`src/rtl/sfp_link_ctrl.sv`:
```
// SFP link sequencer: orders laser, LVDS driver and receiver enables, debounces
// LOSS_SIG / TX_FLT and gates the encode/decode datapath until the link is up.
//
// state     | meaning
// ----------+---------------------------------------------------------------
// OFF       | everything inactive, waiting for i_enable
// PWRUP     | LVDS driver/receiver on, laser still disabled, fixed dwell
// TX_ON     | laser on, settling before the encoder starts
// LINK_WAIT | encoder transmitting, waiting for light and decoder lock
// LINKED    | link confirmed, decoded data released to OUT
// FAULT     | laser held off for the retry interval, then re-sequence
module sfp_link_ctrl #(
  parameter int unsigned STARTUP_CYC = 400,
  parameter int unsigned TXON_CYC    = 4000,
  parameter int unsigned RETRY_CYC   = 40000,
  parameter int unsigned FILT_CYC    = 16
) (
  input  logic       i_clk,
  input  logic       i_res_n,
  input  logic       i_enable,
  input  logic       i_sfp_loss_sig,
  input  logic       i_sfp_tx_flt,
  input  logic       i_rx_locked,
  output logic       o_sfp_tx_dis_n,
  output logic       o_lvds_drv_en,
  output logic       o_lvds_rcv_en_n,
  output logic       o_tx_active,
  output logic       o_rx_valid,
  output logic [2:0] o_state,
  output logic [7:0] o_fault_cnt
);

  typedef enum logic [2:0] {
    S_OFF       = 3'd0,
    S_PWRUP     = 3'd1,
    S_TX_ON     = 3'd2,
    S_LINK_WAIT = 3'd3,
    S_LINKED    = 3'd4,
    S_FAULT     = 3'd5
  } state_t;

  localparam logic [15:0] STARTUP_LAST = 16'(STARTUP_CYC - 1);
  localparam logic [15:0] TXON_LAST    = 16'(TXON_CYC - 1);
  localparam logic [15:0] RETRY_LAST   = 16'(RETRY_CYC - 1);
  localparam logic [7:0]  FILT_LAST    = 8'(FILT_CYC - 1);

  logic        los_s1, los_s2, flt_s1, flt_s2;
  logic        los_f, flt_f;
  logic [7:0]  los_cnt, flt_cnt;
  state_t      state, state_nxt;
  logic [15:0] timer;
  logic        tx_dis_n_q, drv_en_q, rcv_en_n_q, tx_active_q, rx_valid_q;
  logic [7:0]  fault_cnt_q;

  always_ff @(posedge i_clk) begin
    if (!i_res_n) begin
      los_s1 <= 1'b0;
      los_s2 <= 1'b0;
      flt_s1 <= 1'b0;
      flt_s2 <= 1'b0;
    end else begin
      los_s1 <= i_sfp_loss_sig;
      los_s2 <= los_s1;
      flt_s1 <= i_sfp_tx_flt;
      flt_s2 <= flt_s1;
    end
  end

  // A debounced flag only follows the synced pin after FILT_CYC disagreeing
  // cycles in a row; a single agreeing cycle restarts the run.
  always_ff @(posedge i_clk) begin
    if (!i_res_n) begin
      los_f   <= 1'b1;
      los_cnt <= 8'd0;
    end else if (los_s2 != los_f) begin
      if (los_cnt == FILT_LAST) begin
        los_f   <= los_s2;
        los_cnt <= 8'd0;
      end else begin
        los_cnt <= los_cnt + 8'd1;
      end
    end else begin
      los_cnt <= 8'd0;
    end
  end

  always_ff @(posedge i_clk) begin
    if (!i_res_n) begin
      flt_f   <= 1'b0;
      flt_cnt <= 8'd0;
    end else if (flt_s2 != flt_f) begin
      if (flt_cnt == FILT_LAST) begin
        flt_f   <= flt_s2;
        flt_cnt <= 8'd0;
      end else begin
        flt_cnt <= flt_cnt + 8'd1;
      end
    end else begin
      flt_cnt <= 8'd0;
    end
  end

  // Output pattern per state: {tx_dis_n, drv_en, rcv_en_n, tx_active, rx_valid}
  function automatic logic [4:0] out_decode(input state_t st);
    logic [4:0] o;
    o = 5'b00100;
    case (st)
      S_PWRUP:     o = 5'b01000;
      S_TX_ON:     o = 5'b11000;
      S_LINK_WAIT: o = 5'b11010;
      S_LINKED:    o = 5'b11011;
      S_FAULT:     o = 5'b01000;
      default:     o = 5'b00100;
    endcase
    return o;
  endfunction

  always_comb begin
    state_nxt = state;
    if (!i_enable) begin
      state_nxt = S_OFF;
    end else begin
      case (state)
        S_OFF:       state_nxt = S_PWRUP;
        S_PWRUP:     if (timer == STARTUP_LAST) state_nxt = S_TX_ON;
        S_TX_ON: begin
          if (flt_f)                   state_nxt = S_FAULT;
          else if (timer == TXON_LAST) state_nxt = S_LINK_WAIT;
        end
        S_LINK_WAIT: begin
          if (flt_f)                          state_nxt = S_FAULT;
          else if (!los_f && i_rx_locked)     state_nxt = S_LINKED;
        end
        S_LINKED: begin
          if (flt_f)                          state_nxt = S_FAULT;
          else if (los_f || !i_rx_locked)     state_nxt = S_LINK_WAIT;
        end
        S_FAULT:     if (timer == RETRY_LAST) state_nxt = S_PWRUP;
        default:     state_nxt = S_OFF;
      endcase
    end
  end

  // Outputs are decoded from the next state so they switch with the state register.
  always_ff @(posedge i_clk) begin
    if (!i_res_n) begin
      state       <= S_OFF;
      timer       <= 16'd0;
      fault_cnt_q <= 8'd0;
      {tx_dis_n_q, drv_en_q, rcv_en_n_q, tx_active_q, rx_valid_q} <= 5'b00100;
    end else begin
      state <= state_nxt;
      timer <= (state_nxt != state) ? 16'd0 : timer + 16'd1;
      if (state_nxt == S_FAULT && state != S_FAULT && fault_cnt_q != 8'hFF)
        fault_cnt_q <= fault_cnt_q + 8'd1;
      {tx_dis_n_q, drv_en_q, rcv_en_n_q, tx_active_q, rx_valid_q} <= out_decode(state_nxt);
    end
  end

  assign o_sfp_tx_dis_n  = tx_dis_n_q;
  assign o_lvds_drv_en   = drv_en_q;
  assign o_lvds_rcv_en_n = rcv_en_n_q;
  assign o_tx_active     = tx_active_q;
  assign o_rx_valid      = rx_valid_q;
  assign o_state         = state;
  assign o_fault_cnt     = fault_cnt_q;

endmodule

```
`config.mk`:
```
export PLATFORM = sky130hd
export DESIGN_NAME = sfp_link_ctrl
export DESIGN_NICKNAME = d
export VERILOG_FILES = /design/src/rtl/sfp_link_ctrl.sv
export SDC_FILE = /design/constraint.sdc
export NUM_CORES = 1
export LEC_CHECK = 0
export ABC_AREA = 0
export CELL_PAD_IN_SITES_DETAIL_PLACEMENT = 1
export CELL_PAD_IN_SITES_GLOBAL_PLACEMENT = 1
export CORE_ASPECT_RATIO = 0.75
export CORE_MARGIN = 5
export CORE_UTILIZATION = 48
export CTS_BUF_LIST = sky130_fd_sc_hd__clkbuf_4 sky130_fd_sc_hd__clkbuf_8
export CTS_CLUSTER_SIZE = 16
export DETAILED_ROUTE_END_ITERATION = 10
export GPL_ROUTABILITY_DRIVEN = 0
export PLACE_DENSITY_LB_ADDON = 0.1
export REMOVE_ABC_BUFFERS = 1
export SLEW_MARGIN = 10
export SYNTH_ARGS = -nofsm -noshare
export SYNTH_HDL_FRONTEND = slang
export SYNTH_SLANG_ARGS = --single-unit
```
`constraint.sdc`:
```
create_clock -name i_clk -period 5.7 [get_ports i_clk]
set_input_delay 1.425 -clock i_clk [delete_from_list [all_inputs] [get_ports i_clk]]
set_output_delay 1.425 -clock i_clk [all_outputs]
set_load 0.005 [all_outputs]
```
# After elaboration in Yosys (flattened, before gate mapping)
# Index checks and enable logic that the tools add are counted.
# op_classes
n_addsub	4
eq_ne	20
mux	11
bitwise	3
n_reduce_logical	13
# op_table
op	n
3-bit two-way mux	9
8-bit by 1-bit adder with 8-bit output, second input constant	3
5-bit one-hot mux with 4 select lines	1
3-bit one-hot mux with 6 select lines	1
16-bit by 1-bit adder with 16-bit output, second input constant	1
16-bit by 12-bit equality test with 1-bit output, second input constant	1
16-bit equality test, second input constant	1
16-bit by 9-bit equality test with 1-bit output, second input constant	1
8-bit by 4-bit equality test with 1-bit output, second input constant	2
3-bit by 2-bit equality test with 1-bit output, second input constant	4
3-bit equality test, second input constant	4
8-bit != test, second input constant	1
3-bit by 1-bit equality test with 1-bit output, second input constant	2
3-bit OR reduction	2
2-bit AND reduction	2
2-bit OR reduction	2
1-bit logical AND	3
3-bit zero test	1
3-bit != test	1
3-bit != test, second input constant	1
1-bit inverter	3
1-bit zero test	2
1-bit != test	2
1-bit logical OR	1
# totals
reg_bits	54
input_bits	6
out_inout_bits	16
elab_cells	67

# Depth between registers and ports, before layout
# Gate-level depths: netlist of run 1.
# depth
ltp_word	9
depth_mapped	10
depth_no_buf	7

# Least setup slack after synthesis of run 1
# Ideal clock, no wire load.
# synth_path
kind	in2reg
startpoint	in i_rx_locked
endpoint	reg fault_cnt_q[4], in the netlist o_fault_cnt[4]
t_arrival_ns	2.958
required_time_ns	5.585
setup_slack_ns	2.627
cell_stages	8
path_buffers	2
cell_sequence	nor2b_1 > a21boi_0 > o311ai_0 > and3_1 > buf_6 > clkbuf_1 > nor4_1 > o21a_1
# synth_between
elab_chain_cells	9
elab_cells_between_ends	12
cone_classes	1 x eq/ne; 6 x mux; 5 x reduce/logical
# synth_rtl
item	line	source
from (decl)	23	input logic i_rx_locked,
1-bit zero test	136	else if (los_f || !i_rx_locked) state_nxt = S_LINK_WAIT;
1-bit logical OR	136	
3-bit two-way mux	136	
3-bit two-way mux	135	if (flt_f) state_nxt = S_FAULT;
3-bit one-hot mux with 6 select lines (*)	123	case (state)
3-bit two-way mux (*)	120	if (!i_enable) begin
3-bit equality test (*)	154	if (state_nxt == S_FAULT && state != S_FAULT && fault_cnt_q != 8'hFF)
1-bit logical AND (*) (2 in a row)	154	
to (signal assigned)	155	fault_cnt_q <= fault_cnt_q + 8'd1;
to (decl)	53	logic [7:0] fault_cnt_q;
# Every way passes the cells marked *; elsewhere a longest branch is shown, timed or not.
# A chain may end at the register's enable or synchronous reset.

# Worst setup path after layout of run 1
# layout_path
startpoint	in i_rx_locked
endpoint	reg fault_cnt_q[6], in the netlist o_fault_cnt[6]
# Same word-level chain as after synthesis.

==> results.toml, run 1 <==
[global_route]
grt_pass1_wl_mm = 9.81
grt_pass1_vias = 2107
grt_start_max_net_pins = 20
grt_usage = 0.177
antenna_found_initial = 0
grt_overflow = 0

[status]
status = "complete, no violations"

[synth]
async_flop_share = 0
synth_ff_type = "dfxtp_1"
syn_area_per_cell_um2 = 8.47
yosys-top-cells-count = "54 x dfxtp_1, 43 x nor2_1, 37 x nand2_1, 17 x xor2_1, 15 x nand3_1"
yosys_warnings = 0
synth.yosys.seq_area_share = 0.440
ys_seq_elements = 54
synthTopCellsByArea = "dfxtp_1 44%, nor2_1 6.6%, xor2_1 6.1%, nand2_1 5.7%, xnor2_1 3.6%"
synth_cell_types = 46
synth.cell_area_um2 = 2460
yosys.area.top_type = "dfxtp_1"
synth_top_area_share = 0.440
synthCells = 290
synth.most_common_cell = "dfxtp_1"
synth_enable_flop_cells = 0

[final_layout]
area_growth_pct = 14.3
diodes = 0
final_nets = 321
drive_above_1_share = 0.0513

[job]
maxCapViolCount = 0

[worst_setup_path]
crit_chain = "clkdlybuf4s50_1, nor2b_1, a21boi_0, o311ai_0, and3_1, nor4b_1, o221a_2"
cp_top_family = "simple AND/OR/NAND/NOR gates"
cp_slowest_stage_delay_ns = 0.61
cp.arrival_ns = 3.83
cp_num_buf_inv = 1
required_ns = 5.91
worst_path_max_delay_cell = "and3_1"
rrSetupSlack_ns = 3.03
worstSetupPathType = "in -> reg"
crit_fanout = 17
worstSetupStartpointType = "primary input"
critPathCaptureType = "register"

[cts]
cts.clk_slew.worst_paths_ns = 0.10
clk_latency_ns = 0.30
htreeDepth = 2
cts_hold_buf = 0
tritoncts = "yes"
cts_resized = 0
post_cts_buffers = 0
root_buffer = "clkbuf_8"
cts_buffers = 5
clockBufferDepth = 2
clock_sinks = 54

[floorplan]
ios = 22
dieHeight_um = 72.0
coreArea_um2 = 4930
placementRows = 22
die_w_um = 92.6
start_util = 0.498
die_area_um2 = 6660

[power_and_ir_drop]
power.density_nw_per_um2 = 228
p_leak_nw = 1.09
ir_worst_vdd_mv = 0.141

[timing]
final-max-slew-violation-count = 0
fin_skew_ns = 0.00679
slew_headroom = 0.565
tns_ns = 0
fmax_mhz = 276
hold_viol = 0
finalCritPeriodShare = 0.637
finalCriticalPeriod_ns = 3.63
setup_viol = 0
rsz0062_at_grt = "no"
fin_ws_ns = 2.07
tightest_slew_ns = 0.650

[drt]
drc = 0
vias_per_cell = 5.52
drtIter0Drc = 59
ant_nets = 0
drt_wl_total_mm = 5.61
vias = 2053
drt_pass1_iterations = 4
avgRoutedWirePerCell_um = 15.1

[placement]
dp_slack_ns = 1.78
hpwlAfterDp_mm = 4.13
io_buffers = 21

[worst_hold_path]
hp-class = "reg -> reg"
## cell families (layout without fill, tap and decap cells)
| logic type | after synthesis | after routing | synth area share |
|---|---|---|---|
| fa+ha+maj | 4 | 4 | 0.0204 |
| compound gates | 28 | 28 | 0.0764 |
| buf+inv | 19 | 41 | 0.0331 |
| simple gates | 153 | 153 | 0.313 |
| xor+xnor | 27 | 27 | 0.0963 |
| flops | 54 | 54 | 0.440 |
| mux | 5 | 5 | 0.0204 |
## registers in the layout, summed over array words and instances (netlist names)
register,cells
o_lvds_rcv_en_n,1
los_s2,1
timer,16
o_fault_cnt,8
o_state,3
o_rx_valid,1
flt_f,1
o_sfp_tx_dis_n,1
o_lvds_drv_en,1
los_cnt,8
flt_s1,1
o_tx_active,1
los_f,1
flt_s2,1
flt_cnt,8
los_s1,1
## layer usage
metal  share of wire  wire length (um)  GRT usage  vias to the layer above
met5               0                 0          0                        -
li1                -                 -          -                     1035
met4          0.0084                47     0.0346                        0
met2            0.45              2550      0.297                       28
met1            0.51              2860      0.239                      986
met3           0.028               159     0.0363                        4
## power breakdown
part           switching (mW)  internal [mW]
sequential            0.00502          0.383
combinational          0.0206         0.0137
clock                   0.130         0.0890
total                   0.155          0.486
## metrics by stage
step / total power [mW] / instance area [um2] / std cells / hold slack [ns] / utilization
2_1_floorplan: 0.414 / 2410 / 281 / 0.412 / -
5_1_grt: 0.673 / 2810 / 372 / 0.471 / 0.570
4_1_cts: 0.653 / 2810 / 372 / 0.458 / 0.570
6_report: 0.641 / 2810 / 372 / 0.456 / 0.570
3_5_place_dp: 0.432 / 2710 / 364 / 0.433 / 0.551
3_3_place_gp: 0.430 / 2710 / 364 / 0.418 / 0.551
## final timing paths
kind	from	to	cells after the start
max	i_rx_locked	o_fault_cnt[6]	7
min	flt_s1	flt_s2	1
max reg2reg	o_state[1]	o_fault_cnt[3]	6
min reg2reg	flt_s1	flt_s2	1
## worst reg2reg max path, cell delays in order (launching register included)
cell and delay [ns]:
dfxtp_1 0.55, nor2b_4 0.24, nand4_1 0.10, or4_4 0.54
and3_1 0.37, or4_1 0.61, a21oi_1 0.18
## area by class of cell
type                       instances  area, um2
clock inverter                     3       25.0
multi-input combinational        217       1290
tap                               60       75.1
clock buffer                       5       68.8
sequential                        54       1080
timing repair buffer              23        225
fill                             587       2120
inverter                          10       37.5
## cell usage in the layout (no fill, tap or decap), types with 2 or more instances in the layout
cell / Yosys / final
xnor2_1: 10 / 10
and4_1: 3 / 3
nor4b_1: 2 / 2
clkdlybuf4s50_1: 0 / 21
and3_1: 8 / 8
o21ai_0: 6 / 6
nand2b_1: 4 / 4
or3_1: 2 / 2
and2_1: 5 / 5
nand4_1: 7 / 7
nor2b_1: 3 / 3
or4_1: 2 / 2
nor2_1: 43 / 43
nand3b_1: 2 / 2
mux2i_1: 5 / 5
xor2_1: 17 / 17
a31oi_1: 2 / 2
nor3_1: 6 / 6
a21oi_1: 7 / 7
clkbuf_8: 0 / 5
a21o_1: 2 / 2
a21boi_0: 2 / 2
inv_1: 9 / 9
nand2_1: 37 / 37
ha_1: 4 / 4
nand3_1: 15 / 15
nor4_1: 6 / 6
nor3b_1: 2 / 2
dfxtp_1: 54 / 54
buf_4: 0 / 2
Power figures use the tool's default switching activity.
==> inputs of run 2 (changes only) <==
CORE_UTILIZATION = 40   (was 48)
clock period = 3.2 ns   (was 5.7 ns; I/O delays follow)
==> run 2 against run 1 <==
Sequential cell count unchanged. Critical endpoint is now o_fault_cnt[3]. Non-clock buffer count up 6. Sequential power up 78%.
==> results.toml, run 2 (same netlist as run 1, synthesis figures left out) <==
[status]
status = "complete, no violations"

[timing]
fin_skew_ns = 0.00552
final-max-slew-violation-count = 0
rsz0062_at_grt = "no"
fmax_mhz = 365
setup_viol = 0
hold_viol = 0
hold_slack_ns = 0.441
finalCritPeriodShare = 0.855
tightest_slew_ns = 0.425
finalCriticalPeriod_ns = 2.74
tns_ns = 0
slew_headroom = 0.714

[drt]
vias = 1998
drt_wl_total_mm = 5.58
ant_nets = 0
drtIter0Drc = 45
vias_per_cell = 5.05
drt_pass1_iterations = 4
drc = 0
avgRoutedWirePerCell_um = 14.1

[worst_setup_path]
required_ns = 3.44
worstSetupStartpointType = "primary input"
setup.worst_path.start = "i_enable"
worstSetupPathType = "in -> reg"
cp_slowest_stage_delay_ns = 0.54
crit_fanout = 10
cp.arrival_ns = 2.97
r2r_start = "timer[0]"
crit_chain = "clkdlybuf4s50_1, nand4_1, or4_4, and3_1, or4_1, a21oi_1"
worst_path_max_delay_cell = "or4_4"
critPathCaptureType = "register"

[worst_hold_path]
hp-class = "reg -> reg"
hold_start = "flt_s1"

[final_layout]
diodes = 0
final_common_cell = "dfxtp_1"
final_cell_mix = "54 x dfxtp_1, 43 x nor2_1, 37 x nand2_1"
fillers = 714
area_growth_pct = 17.6
multi_input_area_um2 = 1290
drive_above_1_share = 0.0692
final_nets = 327
regArea_um2 = 1080
largest_register_ffs = 16
largest-register = "timer"

[power_and_ir_drop]
power.density_nw_per_um2 = 402
p_leak_nw = 1.12
ir_worst_vdd_mv = 0.185

[cts]
clk_latency_ns = 0.30
cts.clk_slew.worst_paths_ns = 0.10
root_buffer = "clkbuf_8"
clockBufferDepth = 2
cts_hold_buf = 0
clock_sinks = 54
tritoncts = "yes"
cts_buffers = 5
htreeDepth = 2
post_cts_buffers = 0
cts_resized = 0

[floorplan]
coreArea_um2 = 5890
placementRows = 24
start_util = 0.417
ios = 22
die_area_um2 = 7820
die_w_um = 100
dieHeight_um = 77.9

[job]
maxCapViolCount = 0

[global_route]
grt_overflow = 0
grt_start_max_net_pins = 19
grt_pass1_vias = 2015
grt_pass1_wl_mm = 9.70
antenna_found_initial = 0
grt_usage = 0.152

[placement]
hpwlAfterDp_mm = 4.10
io_buffers = 21
-- run 2: changes by cell type in the layout (fill, tap and decap cells not counted), sizes merged --
cell / change
clkbuf: +1
buf: +6
inv: -1
-- run 2: layout make-up --
class                      count  area share
clock buffer                   6      0.0286
clock inverter                 2     0.00433
inverter                      10      0.0130
multi-input combinational    217       0.448
sequential                    54       0.374
tap                           78      0.0338
timing repair buffer          29      0.0979
-- run 2: per-stage QoR --
| stage | total power, mW | cells | util | worst slack, ns | cell area [um2] |
|---|---|---|---|---|---|
| after detailed placement | 0.780 | 388 | 0.474 | 0.121 | 2790 |
| after floorplan | 0.737 | 281 | - | 0.764 | 2410 |
| after CTS | 1.18 | 396 | 0.491 | 0.450 | 2890 |
| after global placement | 0.778 | 388 | 0.474 | 0.205 | 2790 |
| after global routing | 1.23 | 396 | 0.491 | 0.322 | 2890 |
| final | 1.16 | 396 | 0.491 | 0.463 | 2890 |
-- run 2: worst max-delay path: cells and delay by family --
family	cells	cell delay, ns
AND/OR/NAND/NOR	4	1.48
AO/OA/AOI/OAI	1	0.17
buffers and inverters	1	0.52
-- run 2: worst paths after layout --
kind	cells past startpoint	slack [ns]	endpoint
worst min register to register	1	0.44	flt_s2
worst max-delay path	6	0.46	o_fault_cnt[3]
worst min-delay path	1	0.44	flt_s2
worst max register to register	7	0.70	o_fault_cnt[3]
-- run 2: power breakdown --
group,switching (mW),internal [mW]
combinational,0.0386,0.0327
clock,0.225,0.175
sequential,0.00925,0.682
-- run 2: routing by layer --
layer  part of all wire  GRT usage
met1               0.55      0.220
met2               0.41      0.226
met3              0.027     0.0376
met4             0.0077     0.0350
met5                  0          0
==> inputs of run 3 (changes only) <==
PLACE_DENSITY = 0.83   (was default)
PLACE_DENSITY_LB_ADDON = default   (was 0.1)
==> run 3 against run 2 <==
Sequential cell count unchanged. Routed wire length up 1.1%. Sequential share of layout area up 0.33 points. Maximum frequency down 1.3%. Critical path depth up 2. Count of clock-buffer cells in the layout down 1. Clock skew up 0.0067 ns. Via count up 2.2%. First-iteration DRC count up 110%. Worst hold slack better by 0.0037 ns.
==> results.toml, run 3 (same netlist as run 1, synthesis figures left out) <==
[global_route]
grt_start_max_net_pins = 19
grt_pass1_wl_mm = 9.83
antenna_found_initial = 0
grt_overflow = 0
grt_usage = 0.152
grt_pass1_vias = 2039

[drt]
wl_met2_mm = 2.46
drc = 0
routed-wl-met3_um = 209
avgRoutedWirePerCell_um = 14.3
vias_per_cell = 5.17
top_layer = "met4"
drt_wl_total_mm = 5.64
vias = 2042
wl_met1_mm = 2.92
drtIter0Drc = 95
ant_nets = 0
drt_pass1_iterations = 4

[final_layout]
final_util = 0.486
drive_above_1_share = 0.0662
diodes = 0
multi_input_area_um2 = 1290
final_nets = 326
final_cell_mix = "54 x dfxtp_1, 43 x nor2_1, 37 x nand2_1"
largest-register = "timer"
fin_cells = 395
largest_register_ffs = 16
final_common_cell = "dfxtp_1"
area_growth_pct = 16.6
regArea_um2 = 1080
fillers = 737
stdcell_area_um2 = 2860

[floorplan]
placementRows = 24
start_util = 0.417
ios = 22
dieHeight_um = 77.9
die_w_um = 100
coreArea_um2 = 5890
die_area_um2 = 7820

[power_and_ir_drop]
power.share.switching = 0.243
p_int_mw = 0.865
p_leak_nw = 1.11
seqPwrFrac = 0.605
ir_worst_vdd_mv = 0.226
p_comb_frac = 0.058
power_switching_mw = 0.278
power.density_nw_per_um2 = 399
pwr-share-clk = 0.337

[timing]
hold_viol = 0
tightest_slew_ns = 0.506
tns_ns = 0
fin_skew_ns = 0.0123
finalCritPeriodShare = 0.867
slew_headroom = 0.658
final-max-slew-violation-count = 0
rsz0062_at_grt = "no"
fmax_mhz = 360
finalCriticalPeriod_ns = 2.77
setup_viol = 0

[cts]
root_buffer = "clkbuf_8"
clk_latency_ns = 0.31
cts_hold_buf = 0
cts.clk_slew.worst_paths_ns = 0.10
tritoncts = "yes"
clockBufferDepth = 2
post_cts_buffers = 0
cts_resized = 0
cts_buffers = 5
clock_sinks = 54
htreeDepth = 2

[worst_setup_path]
worstSetupStartpointType = "primary input"
cp.arrival_ns = 3.00
worstSetupPathType = "in -> reg"
critPathCaptureType = "register"
required_ns = 3.43
crit_fanout = 14

[placement]
hpwlAfterDp_mm = 4.07
place_area_um2 = 2770
placed_cells = 387
io_buffers = 21

[worst_hold_path]
hp-class = "reg -> reg"

[status]
status = "complete, no violations"

[job]
maxCapViolCount = 0
[run 3: changes by cell type in the layout (fill, tap and decap cells not counted), sizes merged]
cell / change
clkbuf: -1
buf: -1
clkinv: +1
[run 3: critical path: stages]
cell,delay [ns]
clkdlybuf4s50_1,0.50
nor2b_1,0.17
a21boi_0,0.09
o311ai_0,0.45
and3_1,0.55
buf_4,0.20
o21ai_0,0.08
a21oi_1,0.15
[run 3: per-stage QoR]
step / total power, mW / setup slack (ns) / hold slack, ns
2_1_floorplan: 0.737 / 0.764 / 0.412
3_5_place_dp: 0.774 / 0.111 / 0.424
4_1_cts: 1.16 / 0.427 / 0.450
5_1_grt: 1.19 / 0.172 / 0.457
6_report: 1.14 / 0.426 / 0.444
3_3_place_gp: 0.771 / 0.215 / 0.415
[run 3: final cells by class]
class,count,share of cell area
inverter,10,0.0131
sequential,54,0.378
multi-input combinational,217,0.452
clock inverter,3,0.00743
clock buffer,5,0.0240
tap,78,0.0341
timing repair buffer,28,0.0918
[run 3: routing by layer]
metal,global-route usage,vias to the layer above
li1,-,1034
met1,0.219,969
met2,0.224,33
met3,0.0394,6
met4,0.0431,0
met5,0,-
[run 3: power by group through the flow]
stage	clock network [mW]	logic, mW	registers [mW]
after floorplan	0	0.0320	0.705
after global placement	0	0.0648	0.706
after detailed placement	0	0.0673	0.707
after CTS	0.400	0.0679	0.691
after global routing	0.426	0.0745	0.693
final	0.385	0.0664	0.691
[run 3: path summary, 6_finish.rpt]
kind	start	to	slack, ns	cells after the start
hold / removal	los_s1	los_s2	0.44	1
setup / recovery	i_rx_locked	o_fault_cnt[0]	0.43	8
hold reg to reg	los_s1	los_s2	0.44	1
setup reg to reg	timer[0]	o_fault_cnt[3]	0.62	7
